`src/rtl/slt_arbiter_if.sv`:
```
// rtl/slt_arbiter_if.sv - client request/response bundle for slt_arbiter
// req_unsigned exists only when SLT_ARB_UNSIGNED_EN is defined.
interface slt_arbiter_if #(
  parameter int N          = 32,
  parameter int REQUESTERS = 4
);
  logic [REQUESTERS-1:0]   req_valid;
  logic [REQUESTERS-1:0]   req_ready;
  logic [REQUESTERS*N-1:0] req_a;
  logic [REQUESTERS*N-1:0] req_b;
`ifdef SLT_ARB_UNSIGNED_EN
  logic [REQUESTERS-1:0]   req_unsigned;
`endif
  logic [REQUESTERS-1:0]   resp_valid;
  logic                    resp_lt;
  logic                    busy;

`ifdef SLT_ARB_UNSIGNED_EN
  modport master (output req_valid, req_a, req_b, req_unsigned,
                  input  req_ready, resp_valid, resp_lt, busy);
  modport slave  (input  req_valid, req_a, req_b, req_unsigned,
                  output req_ready, resp_valid, resp_lt, busy);
`else
  modport master (output req_valid, req_a, req_b,
                  input  req_ready, resp_valid, resp_lt, busy);
  modport slave  (input  req_valid, req_a, req_b,
                  output req_ready, resp_valid, resp_lt, busy);
`endif
endinterface

```
`src/rtl/slt_arbiter.sv`:
```
// rtl/slt_arbiter.sv - round-robin shared signed less-than comparator for several clients
// SLT_ARB_UNSIGNED_EN adds a per-client unsigned compare select.
module ripple_adder #(
  parameter int N = 32
) (
  input  logic [N-1:0] a,
  input  logic [N-1:0] b,
  input  logic         cin,
  output logic [N-1:0] sum
);
  logic [N:0] c;

  assign c[0] = cin;
  for (genvar i = 0; i < N; i++) begin : g_fa
    assign sum[i]   = a[i] ^ b[i] ^ c[i];
    assign c[i+1]   = (a[i] & b[i]) | (c[i] & (a[i] ^ b[i]));
  end
endmodule

module comparator_lt #(
  parameter int N = 32
) (
  input  logic [N-1:0] a,
  input  logic [N-1:0] b,
  output logic         lt
);
  logic [N-1:0] diff;

  ripple_adder #(.N(N)) u_sub (.a(a), .b(~b), .cin(1'b1), .sum(diff));

  // Differing signs decide directly; this avoids subtraction overflow at the extremes.
  assign lt = (a[N-1] ^ b[N-1]) ? a[N-1] : diff[N-1];
endmodule

module slt_arbiter #(
  parameter int N          = 32,
  parameter int REQUESTERS = 4
) (
  input logic          clk,
  input logic          rst,
  slt_arbiter_if.slave bus
);
  localparam int PW = $clog2(REQUESTERS);
  localparam logic [REQUESTERS-1:0] ONE = {{(REQUESTERS-1){1'b0}}, 1'b1};

  typedef enum logic [1:0] {
    IDLE    = 2'd0,
    COMPARE = 2'd1,
    RESPOND = 2'd2
  } state_t;

  state_t                state, state_nxt;
  logic [PW-1:0]         rr_ptr, gnt, sel;
  logic                  found;
  int                    idx;
  logic [REQUESTERS-1:0] ready;
  logic [REQUESTERS-1:0] resp_vld;
  logic                  accept;
  logic [N-1:0]          op_a, op_b, cmp_a, cmp_b;
  logic                  cmp_lt, lt_q, busy_q;

  // First valid client at or after rr_ptr, wrapping around.
  always_comb begin
    found = 1'b0;
    sel   = '0;
    idx   = 0;
    for (int k = 0; k < REQUESTERS; k++) begin
      idx = int'(rr_ptr) + k;
      if (idx >= REQUESTERS) idx = idx - REQUESTERS;
      if (!found && bus.req_valid[idx]) begin
        found = 1'b1;
        sel   = PW'(idx);
      end
    end
  end

  always_ff @(posedge clk) begin
    if (rst) state <= IDLE;
    else     state <= state_nxt;
  end

  always_comb begin
    state_nxt = state;
    ready     = '0;
    resp_vld  = '0;
    unique case (state)
      IDLE: begin
        if (found && !rst) begin
          ready     = ONE << sel;
          state_nxt = COMPARE;
        end
      end
      COMPARE: state_nxt = RESPOND;
      RESPOND: begin
        resp_vld  = ONE << gnt;
        state_nxt = IDLE;
      end
      default: state_nxt = IDLE;
    endcase
  end

  assign accept = |ready;

  always_ff @(posedge clk) begin
    if (rst) begin
      rr_ptr <= '0;
      gnt    <= '0;
      op_a   <= '0;
      op_b   <= '0;
      lt_q   <= 1'b0;
      busy_q <= 1'b0;
    end else begin
      busy_q <= (state_nxt != IDLE);
      if (accept) begin
        op_a   <= bus.req_a[sel*N +: N];
        op_b   <= bus.req_b[sel*N +: N];
        gnt    <= sel;
        rr_ptr <= (sel == PW'(REQUESTERS - 1)) ? '0 : sel + 1'b1;
      end
      if (state == COMPARE) lt_q <= cmp_lt;
    end
  end

`ifdef SLT_ARB_UNSIGNED_EN
  logic op_uns;

  always_ff @(posedge clk) begin
    if (rst)         op_uns <= 1'b0;
    else if (accept) op_uns <= bus.req_unsigned[sel];
  end

  // Flipping both MSBs maps unsigned order onto signed order.
  assign cmp_a = {op_a[N-1] ^ op_uns, op_a[N-2:0]};
  assign cmp_b = {op_b[N-1] ^ op_uns, op_b[N-2:0]};
`else
  assign cmp_a = op_a;
  assign cmp_b = op_b;
`endif

  comparator_lt #(.N(N)) u_cmp (.a(cmp_a), .b(cmp_b), .lt(cmp_lt));

  assign bus.req_ready  = ready;
  assign bus.resp_valid = resp_vld;
  assign bus.resp_lt    = lt_q;
  assign bus.busy       = busy_q;
endmodule
```
`src/flat_wrapper.sv`:
```
// flat-port wrapper written by rule: the top's interface ports become plain ports
module slt_arbiter_flat 
#(
  parameter int N          = 32,
  parameter int REQUESTERS = 4
)
  (clk, rst, bus_req_valid, bus_req_a, bus_req_b, bus_req_ready, bus_resp_valid, bus_resp_lt, bus_busy);
  slt_arbiter_if #(.N(N), .REQUESTERS(REQUESTERS)) bus_i ();
  input logic clk;
  input logic rst;
  input wire logic [$bits(bus_i.req_valid)-1:0] bus_req_valid;
  input wire logic [$bits(bus_i.req_a)-1:0] bus_req_a;
  input wire logic [$bits(bus_i.req_b)-1:0] bus_req_b;
  output wire logic [$bits(bus_i.req_ready)-1:0] bus_req_ready;
  output wire logic [$bits(bus_i.resp_valid)-1:0] bus_resp_valid;
  output wire logic [$bits(bus_i.resp_lt)-1:0] bus_resp_lt;
  output wire logic [$bits(bus_i.busy)-1:0] bus_busy;
  assign bus_i.req_valid = bus_req_valid;
  assign bus_i.req_a = bus_req_a;
  assign bus_i.req_b = bus_req_b;
  assign bus_req_ready = bus_i.req_ready;
  assign bus_resp_valid = bus_i.resp_valid;
  assign bus_resp_lt = bus_i.resp_lt;
  assign bus_busy = bus_i.busy;
  slt_arbiter #(.N(N), .REQUESTERS(REQUESTERS)) u_core (.clk(clk), .rst(rst), .bus(bus_i));
endmodule
```
`config.mk`:
```
export PLATFORM = sky130hd
export DESIGN_NAME = slt_arbiter_flat
export DESIGN_NICKNAME = d
export VERILOG_FILES = /design/src/rtl/slt_arbiter_if.sv /design/src/rtl/slt_arbiter.sv /design/src/flat_wrapper.sv
export SDC_FILE = /design/constraint.sdc
export NUM_CORES = 1
export LEC_CHECK = 0
export CAP_MARGIN = 10
export CORE_UTILIZATION = 24
export DETAILED_ROUTE_END_ITERATION = 10
export GPL_TIMING_DRIVEN = 0
export MAX_ROUTING_LAYER = met4
export PLACE_DENSITY = 0.64
export RECOVER_POWER = 25
export SLEW_MARGIN = 30
export SYNTH_ARGS = -nofsm -noshare
export SYNTH_HDL_FRONTEND = slang
export SYNTH_SLANG_ARGS = --single-unit
```
`constraint.sdc`:
```
create_clock -name clk -period 7.1 [get_ports clk]
set_input_delay 1.42 -clock clk [delete_from_list [all_inputs] [get_ports clk]]
set_output_delay 1.42 -clock clk [all_outputs]
set_load 0.01 [all_outputs]
```
; ---- Word-level counts from Yosys, hierarchy flattened
; Index checks and enable logic that the tools add are counted.
; W data, S select, Z words.
[op_classes]
n_addsub = 8
multipliers = 0
div_mod_pow = 0
magnitude_cmp = 8
n_eq_ne = 3
shift = 4
n_mux = 31
n_bitwise = 127
reduce_logical = 11
[ops]
columns = operator, count
row1 = $shiftx A128 B8 Y32, 2
row2 = $lt A32 B4 Y1 const B, 4
row3 = $mux W32, 4
row4 = $ge A32 B4 Y1 const B, 3
row5 = $sub A32 B4 Y32 const B, 3
row6 = $and A1 B1 Y1, 61
row7 = $xor A1 B1 Y1, 34
row8 = $not A32 Y32, 1
row9 = $or A1 B1 Y1, 31
row10 = $mux W1, 13
row11 = $mux W2, 6
row12 = $mux W4, 3
row13 = $bmux W1 S2, 4
row14 = $shl A1 B2 Y4 const A, 2
row15 = $add A2 B2 Y3 const B, 2
row16 = $eq A2 B2 Y1 const B, 2
row17 = $logic_and A1 B1 Y1, 4
row18 = $logic_not A1 Y1, 4
row19 = $pmux W2 S2, 1
row20 = $reduce_or A4 Y1, 1
row21 = $sub A2 B3 Y4 const B, 1
row22 = $add A2 B1 Y3 const B, 1
row23 = $ge A2 B3 Y1 const B, 1
row24 = $add A2 B1 Y2 const B, 1
row25 = 3 further kinds, 3
[totals]
ff_bits = 72
latch_bits = 0
ram_bits = 0
romBits = 0
in_bits = 262
output_inout_bits = 10
elab_cells = 199
mem_count = 0

; ---- Longest topological paths before layout
[logic_depth]
ltp_word = 65
depth_mapped = 13
mapped_depth_nobuf = 10

; ---- Modules after synthesis
; From an unflattened synthesis, not the netlist that was laid out.
[unflattened]
hier_cells = 646
hier_area_um2 = 5441.5
[by_module_without_submodules]
columns = module, instances, cells_per_inst, area_each_um2, seq_area_each_um2
row1 = slt_arbiter, 1, 575, 4643.2, 1441.4
row2 = ripple_adder, 1, 37, 663.1, 0.0
row3 = comparator_lt, 1, 34, 135.1, 0.0

; ---- Least setup slack after synthesis
; No wires, ideal clock.
[synth_path]
kind = input-to-output
startpoint = input bus_req_valid[2]
endpoint = output bus_req_ready[3]
arrival_ps = 2941
required_time_ps = 5680
setup_slack_ps = 2739
path_stages = 8
path_buffers = 2
cell_sequence = nor2b_1 -> or4b_1 -> and2_4 -> clkinv_2 -> buf_6 -> buf_6 -> ha_1 -> and2_1
[synth_via]
elab_chain_cells = 16
elab_cells_between_ends = 30
classes_between = shift (1) / mux (22) / reduce/logical (7)
[synth_rtl]
columns = item, line
row1 = from (decl), flat_wrapper.sv:11  ; input wire logic [$bits(bus_i.req_valid)-1:0] bus_req_valid;
row2 = $bmux W1 S2, slt_arbiter.sv:70  ; if (!found && bus.req_valid[idx]) begin
row3 = $mux W1 (not written as such) (2 in series), slt_arbiter.sv:70
row4 = $mux W1, slt_arbiter.sv:70
row5 = $logic_not A1 Y1, slt_arbiter.sv:70
row6 = $logic_and A1 B1 Y1, slt_arbiter.sv:70
row7 = $mux W1, slt_arbiter.sv:70
row8 = $logic_not A1 Y1, slt_arbiter.sv:70
row9 = $logic_and A1 B1 Y1, slt_arbiter.sv:70
row10 = $mux W1, slt_arbiter.sv:70
row11 = $logic_not A1 Y1, slt_arbiter.sv:70
row12 = $logic_and A1 B1 Y1, slt_arbiter.sv:70
row13 = $mux W2 *, slt_arbiter.sv:70
row14 = net u_core.sel[0], slt_arbiter.sv:53  ; logic [PW-1:0] rr_ptr, gnt, sel;
row15 = $shl A1 B2 Y4 *, slt_arbiter.sv:89  ; ready = ONE << sel;
row16 = $mux W4 *, slt_arbiter.sv:88  ; if (found && !rst) begin
row17 = $mux W4 *, slt_arbiter.sv:86  ; unique case (state)
row18 = to (decl), flat_wrapper.sv:14  ; output wire logic [$bits(bus_i.req_ready)-1:0] bus_req_ready;
; The timed path passes the listed nets; every way through them passes the cells marked *. The select of a mux whose other input is x is not followed.

; ---- Worst setup path in the final report
[layout_path]
startpoint = input bus_req_valid[2]
endpoint = output bus_req_ready[0]
[layout_via]
elab_chain_cells = 16
elab_cells_between_ends = 30
classes_between = shift (1) / mux (22) / reduce/logical (7)
[layout_rtl]
columns = item, line
row1 = $bmux W1 S2, slt_arbiter.sv:70
row2 = $mux W1 (not written as such) (2 in series), slt_arbiter.sv:70
row3 = $mux W1, slt_arbiter.sv:70
row4 = $logic_not A1 Y1, slt_arbiter.sv:70
row5 = $logic_and A1 B1 Y1, slt_arbiter.sv:70
row6 = $mux W1, slt_arbiter.sv:70
row7 = $logic_not A1 Y1, slt_arbiter.sv:70
row8 = $logic_and A1 B1 Y1, slt_arbiter.sv:70
row9 = $mux W1, slt_arbiter.sv:70
row10 = $logic_not A1 Y1, slt_arbiter.sv:70
row11 = $logic_and A1 B1 Y1, slt_arbiter.sv:70
row12 = $mux W2 or $mux W1 (tied branches), slt_arbiter.sv:70
row13 = $shl A1 B2 Y4 or $logic_and A1 B1 Y1 (tied branches), "slt_arbiter.sv:89, slt_arbiter.sv:88"
row14 = $mux W4 *, slt_arbiter.sv:88
row15 = $mux W4 *, slt_arbiter.sv:86
; Every way passes the cells marked *; elsewhere a longest branch is shown, timed or not. The select of a mux whose other input is x is not followed.

==> results by stage <==
Yosys:
- Counting every instance in the synthesized netlist gives 518.
- The mapped netlist covers 5460 µm².
- Counting flops with a built-in enable in the synthesized netlist gives 0.
- The net count after synthesis is 815.
- Of the post-synthesis cell area, the dominant cell type holds 26.40%.
- The leading area contributor after synthesis is dfxtp_1.
- The count of cell types in the netlist is 48.
- Each instance of the synthesized netlist takes up on average 10.54 µm².
- Yosys printed 0 warnings.
- The synthesized flop and latch total is 72.
- In the synthesized netlist the dominant register cell turns out to be dfxtp_1.
- Sorting the synthesized cells by area gives the leading types as dfxtp_1 (26%), mux2i_1 (24%), o221ai_2 (15%).
- After synthesis, flip-flops and latches occupy 26.40% of the total area.
- The fraction of registers with async set or reset after synthesis is 0%.

Critical path:
- The sort of element at the start of the critical path is a primary input.
- The cell family contributing the most delay on the critical path is compound AO/OA/AOI/OAI gates.
- The slowest library cell on the worst path is a2111oi_0.
- The startpoint identified for the worst register-to-register timing path is u_core.rr_ptr[0].
- The critical path capture point type is an output port.
- The critical path starts at bus_req_valid[2].
- STA puts the critical path data arrival time at 4.35 ns.
- The critical path goes through dlygate4sd3_1, nor2_1, a2111oi_0, and2_1, clkdlybuf4s50_1.
- The stage delay of the slowest cell on the critical path is 1.46 ns.
- The largest fanout on the critical path is 9.
- The required time at the endpoint of the critical path is 5.68 ns.
- The type of the worst setup path is in2out.
- The buffering stage count on the worst path with inverters included is 2.

Die:
- In this run the vertical extent of the chip is 152.8 µm.
- The placeable core region is 22090 µm².
- The count of standard-cell rows is 54.
- The die width is 152.8 µm.
- The initial core utilization is 24.71%.
- The I/O pin count is 272.
- The floorplan step defined a die boundary enclosing 23360 µm².

CTS:
- The maximum level of the CTS H-tree is 3.
- CTS saw 72 sinks.
- The later-pin clock latency in the skew report is 0.34 ns.
- Clock-pin slew was measured on the worst setup and hold paths at 0.06 ns.
- The number of clock buffers inserted by TritonCTS is 9.
- Counting along the longest clock path gives a buffer depth of 2.
- TritonCTS built the clock tree.
- The cell at the root of the clock tree is clkbuf_16.
- The number of hold buffers added after cts is 0.
- The count of instances resized after the clock tree is built is 0.
- Buffers added to address setup during post-CTS repair amount to 0.

Timing:
- At the pin with the least slew margin, the transition time is 1.769 ns.
- The routed design could run at a clock period as short as 5.768 ns.
- The final clock skew is 0.003923 ns.
- The part of the cycle the worst path needs is 81.24%.
- In the final timing run, aggregate negative setup slack is 0 ns.
- Setup violations remaining at the end of the flow were counted as 0.
- The worst pin sits at a relative slew slack of -20.98%.
- Setup repair after global routing left no endpoint under its margin.
- The highest achievable clock rate is 0.1734 GHz.
- The final hold violation count is 0.
- The final max-slew violation count was 20.

GRT:
- The maximum number of pins on one net before global-route repair is 12.
- The wire length of the first global-routing pass is 31600 µm.
- Summed over all layers, the global routing overflow is 0.
- Global routing used 18.51% of the available tracks across all layers.
- The initial antenna violation count is 1.
- The number of global-route vias before repair is 5459.

Routing:
- Dividing the detail-routed via count by the number of cells gives 4.731.
- The number of antenna-violating nets in the routed design is 0.
- In this run, the number of DRC markers left after iteration 0 of detailed routing was 162.
- The final layout contains routed wiring with a total length of 20530 µm.
- The final routed wire length divided by cell count is 18.94 µm.
- The total via count in the routed design is 5128.
- For this run, design rule violations remaining after detail routing come to 0.
- The detailed-routing iteration count for the pre-antenna-repair pass is 4.

Run:
- Across the run, the number of max-cap violations was 2.

Layout:
- The final design area excluding fillers is 8740 µm².
- The post-layout net count is 1096.
- Cells with a size suffix above 1 make up 11.58% of the layout.
- From synthesis to final layout, the design area changed by 60.06%.

Run status:
- The flow ran to the end, but the final reports show violations.
- The final reports fail on capacitance limit, slew limit.

Placement:
- Port buffering added 270 buffers.
- The congestion estimate from routability-driven global placement came to 0.8322.
- The area after detailed placement is 8513 µm².
- The half-perimeter wire length of the detailed placement result is 16770 µm.

Hold path:
- The worst hold path belongs to the class reg2reg.
- The startpoint identified for the worst hold timing path is u_core.rr_ptr[0].

Power and ir drop:
- The leakage power total is 3.276 nW.
- VDD sags by at most 0.1050 mV.
- The power density over the cells is 208.9 nW/µm².
## worst reg2reg max path, cell delays in order (launching register included)
cell and delay, ns:
dfxtp_1 0.34, and2b_1 0.19, or4_1 0.47, and2_4 0.18
clkinv_2 0.07, buf_6 0.15, buf_6 0.19, ha_1 0.22
nor3_1 0.09, a21boi_0 1.03, nand2_1 0.58, clkbuf_1 0.47
o221ai_2 0.25
## state kept, by name, indices dropped and copies added, names as in the netlist
register / cells
u_core.bus.resp_lt: 1
u_core.state: 2
u_core.bus.busy: 1
u_core.cmp_b: 32
u_core.rr_ptr: 2
u_core.cmp_a: 32
u_core.gnt: 2
## cell families after synthesis
group / after synthesis / synth area share (%)
muxes: 129 / 23.65
DFF: 72 / 26.40
and+or+nand+nor: 106 / 12.58
AOI/OAI and AO/OA: 98 / 21.70
adders and majority gates: 35 / 8.158
buffers and inverters: 78 / 7.516
## stage by stage
| stage | hold WS (ns) | util, % | instances | setup slack (ns) | total power (W) |
|---|---|---|---|---|---|
| 2_1_floorplan | 0.4455 | - | 518 | 2.739 | 0.001072 |
| 3_3_place_gp | 0.4621 | 38.53 | 1068 | 1.578 | 0.001413 |
| 3_5_place_dp | 0.4637 | 38.53 | 1068 | 1.563 | 0.001424 |
| 4_1_cts | 0.4716 | 39.77 | 1083 | 1.549 | 0.001860 |
| 5_1_grt | 0.5314 | 39.56 | 1084 | 0.9457 | 0.001959 |
| 6_report | 0.4701 | 39.56 | 1084 | 1.332 | 0.001825 |
## power breakdown
group	internal, W	switching, W	leakage, nW	total, W
combinational	0.000434	0.000424	2.55	0.000858
clock	0.000253	0.000176	0.134	0.000429
sequential	0.000495	0.0000434	0.594	0.000539
total	0.00118	0.000643	3.28	0.00183
## metal layers
layer	track usage [%]	part of all wire [%]	wire [µm]
met2	31.98	50	10190
met1	22.13	45	9163
met3	3.657	4.6	949
met5	-	0	0
met4	3.992	1.1	223
## final timing paths
| kind | end | slack (ns) | depth (start not counted) |
|---|---|---|---|
| min reg2reg | u_core.rr_ptr[0] | 0.47 | 2 |
| max | bus_req_ready[0] | 1.33 | 5 |
| max reg2reg | u_core.cmp_b[29] | 2.79 | 12 |
| min | u_core.rr_ptr[0] | 0.47 | 2 |
## cells in the final DEF, fill, tap and decap left out, types with 2 or more instances in the layout
cell type / count
o21a_1: 4
nor2b_1: 4
clkbuf_16: 9
nor2_1: 7
clkdlybuf4s50_1: 263
o221ai_1: 12
nor4bb_1: 2
o21ai_0: 3
o2111ai_1: 3
o221ai_2: 52
or3_1: 31
nand2_1: 7
ha_1: 34
a2111oi_0: 5
dlygate4sd3_1: 7
clkbuf_1: 19
a21boi_0: 2
nor3_1: 2
and2b_1: 2
nand3b_1: 33
clkbuf_8: 2
and2_1: 4
mux2i_1: 129
nand3_1: 5
a21oi_1: 5
buf_6: 10
inv_1: 36
clkinv_2: 3
a21o_1: 4
dfxtp_1: 72
buf_2: 5
buf_4: 7
## final cells by class
cell class | count | area, µm²
multi-input combinational | 368 | 3563
tap | 280 | 350.3
antenna | 1 | 2.502
sequential | 72 | 1441
clock buffer | 12 | 256.5
timing repair buffer | 270 | 2703
inverter | 37 | 140.1
fill | 2205 | 13350
clock inverter | 3 | 17.52
buffer | 41 | 265.3
## cell usage after synthesis (7+ instances only)
cell type  instances
o221ai_2          53
ha_1              34
dfxtp_1           72
buf_6             10
nor2_1             7
clkbuf_1          14
inv_1             36
buf_2              9
buf_4              7
or3_1             31
mux2i_1          129
o221ai_1          11
nand3b_1          33
Note: power is estimated with default switching activity, not from simulation.
